<file path="config.mk">
export PLATFORM = sky130hd
export DESIGN_NAME = prio_enc_rr
export DESIGN_NICKNAME = d
export VERILOG_FILES = /design/src/rtl/prio_enc_rr.sv
export SDC_FILE = /design/constraint.sdc
export NUM_CORES = 1
export LEC_CHECK = 0
export ABC_AREA = 1
export CORE_MARGIN = 4
export CORE_UTILIZATION = 31
export CTS_CLUSTER_DIAMETER = 30
export CTS_CLUSTER_SIZE = 24
export DETAILED_ROUTE_END_ITERATION = 10
export DONT_BUFFER_PORTS = 1
export PLACE_DENSITY = 0.56
export RECOVER_POWER = 25
export SETUP_SLACK_MARGIN = 0.15
export SYNTH_ARGS = -nofsm -noshare
export SYNTH_HDL_FRONTEND = slang
export SYNTH_SLANG_ARGS = --single-unit
</file>
<file path="constraint.sdc">
create_clock -name clk -period 8.42 [get_ports clk]
set_clock_uncertainty 0.15 [all_clocks]
set_input_delay 0.842 -clock clk [delete_from_list [all_inputs] [get_ports clk]]
set_output_delay 0.842 -clock clk [all_outputs]
set_load 0.01 [all_outputs]
</file>
<file path="src/rtl/prio_enc_rr.sv">
`default_nettype none
// ============================================================================
// Module   : prio_enc_rr
// Purpose  : Registered N-line priority encoder with sticky pending register
//            and valid/ready grant handshake. Define PRIO_ENC_RR_ROUND_ROBIN_EN
//            for rotating priority; fixed lowest-index priority otherwise.
// Revision : 1.0 - initial release
// ============================================================================
module prio_enc_rr #(
  parameter int N = 8
) (
  input  logic                  clk,
  input  logic                  rst_n,
  input  logic                  dis,
  input  logic [N-1:0]          req,
  output logic [$clog2(N)-1:0]  y,
  output logic                  valid,
  input  logic                  ready,
  output logic [$clog2(N):0]    pend_cnt,
  output logic                  ovf
);

  localparam int W = $clog2(N);

  localparam logic [0:0]   c_idle  = 1'b0;
  localparam logic [0:0]   c_offer = 1'b1;
  localparam logic [N-1:0] c_one   = N'(1);
  localparam logic [W-1:0] c_last  = W'(N - 1);

  logic [0:0]   r_state;
  logic [N-1:0] r_pend;
  logic [W-1:0] r_y;
  logic [W:0]   r_cnt;
  logic         r_ovf;

  logic         w_accept;
  logic [N-1:0] w_clr;
  logic [N-1:0] w_pend_next;
  logic [W:0]   w_cnt_next;
  logic [W-1:0] w_ptr;
  logic [W-1:0] w_sel;

  function automatic logic [W-1:0] wrap_idx(input logic [W-1:0] base, input int off);
    int s;
    s = int'(base) + off;
    if (s >= N) s = s - N;
    return W'(s);
  endfunction

  assign w_accept    = (r_state == c_offer) && ready;
  assign w_clr       = w_accept ? (c_one << r_y) : '0;
  // Set wins over clear: a request on the bit being accepted keeps it pending.
  assign w_pend_next = (r_pend & ~w_clr) | req;

  always_comb begin
    w_cnt_next = '0;
    for (int i = 0; i < N; i++) begin
      w_cnt_next = w_cnt_next + (W+1)'(w_pend_next[i]);
    end
  end

  // Scan downward so the first set bit at or after the pointer wins.
  always_comb begin
    w_sel = '0;
    for (int k = N - 1; k >= 0; k--) begin
      if (r_pend[wrap_idx(w_ptr, k)]) w_sel = wrap_idx(w_ptr, k);
    end
  end

`ifdef PRIO_ENC_RR_ROUND_ROBIN_EN
  logic [W-1:0] r_ptr;

  always_ff @(posedge clk or negedge rst_n) begin
    if (!rst_n) begin
      r_ptr <= '0;
    end else if (!dis && w_accept) begin
      r_ptr <= (r_y == c_last) ? '0 : r_y + 1'b1;
    end
  end

  assign w_ptr = r_ptr;
`else
  assign w_ptr = '0;
`endif

  always_ff @(posedge clk or negedge rst_n) begin
    if (!rst_n) begin
      r_state <= c_idle;
      r_pend  <= '0;
      r_y     <= '0;
      r_cnt   <= '0;
      r_ovf   <= 1'b0;
    end else if (dis) begin
      r_state <= c_idle;
      r_pend  <= '0;
      r_y     <= '0;
      r_cnt   <= '0;
      r_ovf   <= 1'b0;
    end else begin
      r_pend <= w_pend_next;
      r_cnt  <= w_cnt_next;
      r_ovf  <= |(req & r_pend & ~w_clr);
      case (r_state)
        c_idle: begin
          if (|r_pend) begin
            r_state <= c_offer;
            r_y     <= w_sel;
          end
        end
        c_offer: begin
          if (ready) begin
            r_state <= c_idle;
            r_y     <= '0;
          end
        end
        default: begin
          r_state <= c_idle;
          r_y     <= '0;
        end
      endcase
    end
  end

  assign y        = r_y;
  assign valid    = (r_state == c_offer);
  assign pend_cnt = r_cnt;
  assign ovf      = r_ovf;

endmodule
`default_nettype wire

</file>
==> results.md <==
* First-pass GRT wire length at 3.77 mm
* Most common flop cell mapped by yosys: dfrtp_1
* DRT antenna net count at 0
* Hold Crit Class: in -> async
* 1st-iter DRT viols at 24
* Clk pin slew, worst setup/hold paths at 0.12 ns
* Grt met1 use at 14.2%
* Ant. Diodes at 0
* Crit path max-delay family: adder cells
* CP max stage cell: fa_1
* FFs w/ async S/R, synth at 100%
* Die area at 4400 um2
* Worst setup path category: reg -> reg
* Syn-to-layout area delta at 7.24%
* Maximum net fanout on the critical path at 6
* Crit Reg-Reg Endpoint: pend_cnt[2]$_DFF_PN0_
* RSZ-0062 raised after global routing: false
* Outcome: finished clean
* R2R Setup Slk at 4.75 ns
* Post-CTS Resized at 0
* Critical Path Sink Type: flop
* Most frequent CP cell: fa_1
* CP Data Required Time at 8.47 ns
* CORE AREA at 3150 um2
* Leakage at 0.589 nW
* Combinational share of power at 25.4%
* Slew headroom at 77.5%
* Slew @ Worst Pin at 0.338 ns
* Critical path buffer and inverter count at 2
* Clk buf depth at 2
* Fill cells at 359
* Gr busiest metal: met2
* Top cell type's share of synthesized area at 40.3%
* Max-slew violation count at 0
* # hold bufs at CTS at 0
* Internal Dissipation at 0.132 mW
* Reg2reg start: valid$_DFF_PN0_
* Synthesized area per cell at 7.48 um2
* CP arrival at 3.73 ns
* FF+latch area at 425 um2
* Final #Nets at 163
* Final Hold Fails at 0
* CTS root buf: clkbuf_4
* VDD IR max at 0.0000904 V
* Global-route usage over all layers at 11.2%
* Yosys reg bits at 17
* Synth warn at 0
* P_sw at 0.0715 mW
* Part of the cycle the worst path needs at 43.6%
* Synth top area cells: dfrtp_1 40%, nand2_1 12%, inv_1 8.9%
* Post-synth EDFFs at 0
* Die height at 66.3 um
* Vias per cell at 4.44
* Vias in the first global route at 812
* Met2 Resource Use GR at 18.2%
* Sw frac at 35.2%
* Minimum clock period at 3.67 ns
* Initial antenna violation count at 0
* Yosys top cell by area: dfrtp_1
* Largest net degree at the start of global routing at 18
* Starting density of the core at 33.5%
* GR met3 Demand/Resource at 4.42%
* Pre-antenna DRT Iters at 3
* Crit path cell chain: nand2_2 > nor2_2 > nand2_1 > a21oi_1 > fa_1 > fa_1 > fa_1 > inv_1 > ha_1 > inv_1 > fa_1 > xor2_1 > nor2_1
* Clock power frac at 23.2%
* CP max stage delay at 0.52 ns
* # setup viols final at 0
* Die width at 66.3 um
* Syn nets at 160
* Sequential area share after synthesis at 40.3%
* Post-CTS Setup Inserts at 0
* Syn Inst Count at 141
* CP Capture Point: pend_cnt[2]$_DFF_PN0_
* Routed WL at 2.33 mm
* Hpwl dp at 1.89 mm
* Flop pwr share at 51.4%
* CTS buffer count at 3
* Most common library cells after synthesis: 35 x nand2_1, 25 x inv_1, 19 x nor2_1
* R2R depth at 13
* Post-layout util at 35.9%
* H-tree lvl count at 1
* Buffers on Ports at 0
* Num rows at 20
* Cell Area, Synth at 1050 um2
* Count of cell types in the netlist at 20
* CP startpoint kind: flop
* CTS tree: done
* Maxcap violations at 0
* Setup_tns at 0 ns
* Drt wl/cell at 12.4 um
* Multi-input combinational cell area at 523 um2
* Vias at 831
* DRC viols at 0
* Critical path launch point: valid$_DFF_PN0_
* Total gr overflow at 0
* Worst skew pair latency at 0.30 ns
* RePlAce Congestion at 0.808
* Clk sinks at 17
* Crit path depth at 13
* Fmax at 272 MHz
* Pwr Density at 180 nW/um2
* Top-count cell post-synth: nand2_1
* # IOs at 21
* Share of cells above drive strength 1 at 6.99%
sequential cells by signal, indices dropped and copies added, names as in the netlist:
name      flops
pend_cnt      4
r_pend        8
ovf           1
y             3
valid         1
cell type report:
class	count	area share (%)
clock inverters	1	0.664
multi-input cells	96	46.2
clock buffers	3	1.99
inverters	26	8.63
well taps	44	4.87
flip-flops and latches	17	37.6
worst min path at each step:
stage | startpoint | endpoint | slack (ns) | depth (start not counted)
5_1_grt | rst_n | r_pend[0]$_DFF_PN0_ | 0.04 | 0
2_1_floorplan | rst_n | ovf$_DFF_PN0_ | 0.40 | 0
3_3_place_gp | rst_n | y[0]$_DFFE_PN0P_ | 0.40 | 0
4_1_cts | rst_n | r_pend[0]$_DFF_PN0_ | 0.06 | 0
6_report | rst_n | r_pend[0]$_DFF_PN0_ | 0.07 | 0
3_5_place_dp | rst_n | y[0]$_DFFE_PN0P_ | 0.40 | 0
layer usage:
| metal | wire length [um] | share of wire [%] |
|---|---|---|
| met1 | 1070 | 46 |
| met2 | 1080 | 46 |
| met3 | 163 | 7.0 |
| met4 | 10 | 0.43 |
| met5 | 0 | 0 |
cell usage in the layout, fill, tap and decap left out:
cell type / instances
o21ai_2: 1
fa_1: 4
o21ai_1: 1
nand3_1: 10
ha_1: 3
nand2_2: 1
xor2_1: 1
a21oi_1: 9
inv_1: 25
clkinvlp_4: 1
inv_2: 1
nor2_1: 19
a21oi_2: 2
o21ai_0: 2
dfrtp_1: 17
nand2_1: 35
o21bai_1: 4
nor3_1: 3
nor2_2: 1
clkbuf_4: 3
power groups by stage:
stage	Sequential (mW)	Clock, mW	Combinational, mW
6_report	0.105	0.0471	0.0517
5_1_grt	0.107	0.0525	0.0599
4_1_cts	0.105	0.0494	0.0525
3_5_place_dp	0.106	0	0.0517
3_3_place_gp	0.107	0	0.0500
2_1_floorplan	0.104	0	0.0428
through the flow:
step	hold slack, ns	power, mW	setup WS [ns]	instances	instance area [um2]
after detailed placement	0.397	0.158	4.46	183	1100
after global routing	0.0357	0.219	4.60	187	1130
after global placement	0.397	0.157	4.45	183	1100
after floorplan	0.396	0.146	4.63	141	1050
final	0.0704	0.203	4.75	187	1130
after CTS	0.0558	0.207	4.73	187	1130
kinds of logic (layout without fill, tap and decap cells):
family	after synthesis	after routing	share of synthesized area [%]
adders and majority gates	7	7	11.2
DFF	17	17	40.3
AOI/OAI and AO/OA	19	19	11.0
buffers and inverters	28	30	10.1
xor gates and xnor gates	1	1	0.831
and+or+nand+nor	69	69	26.6
Note: power is estimated with default switching activity, not from simulation.
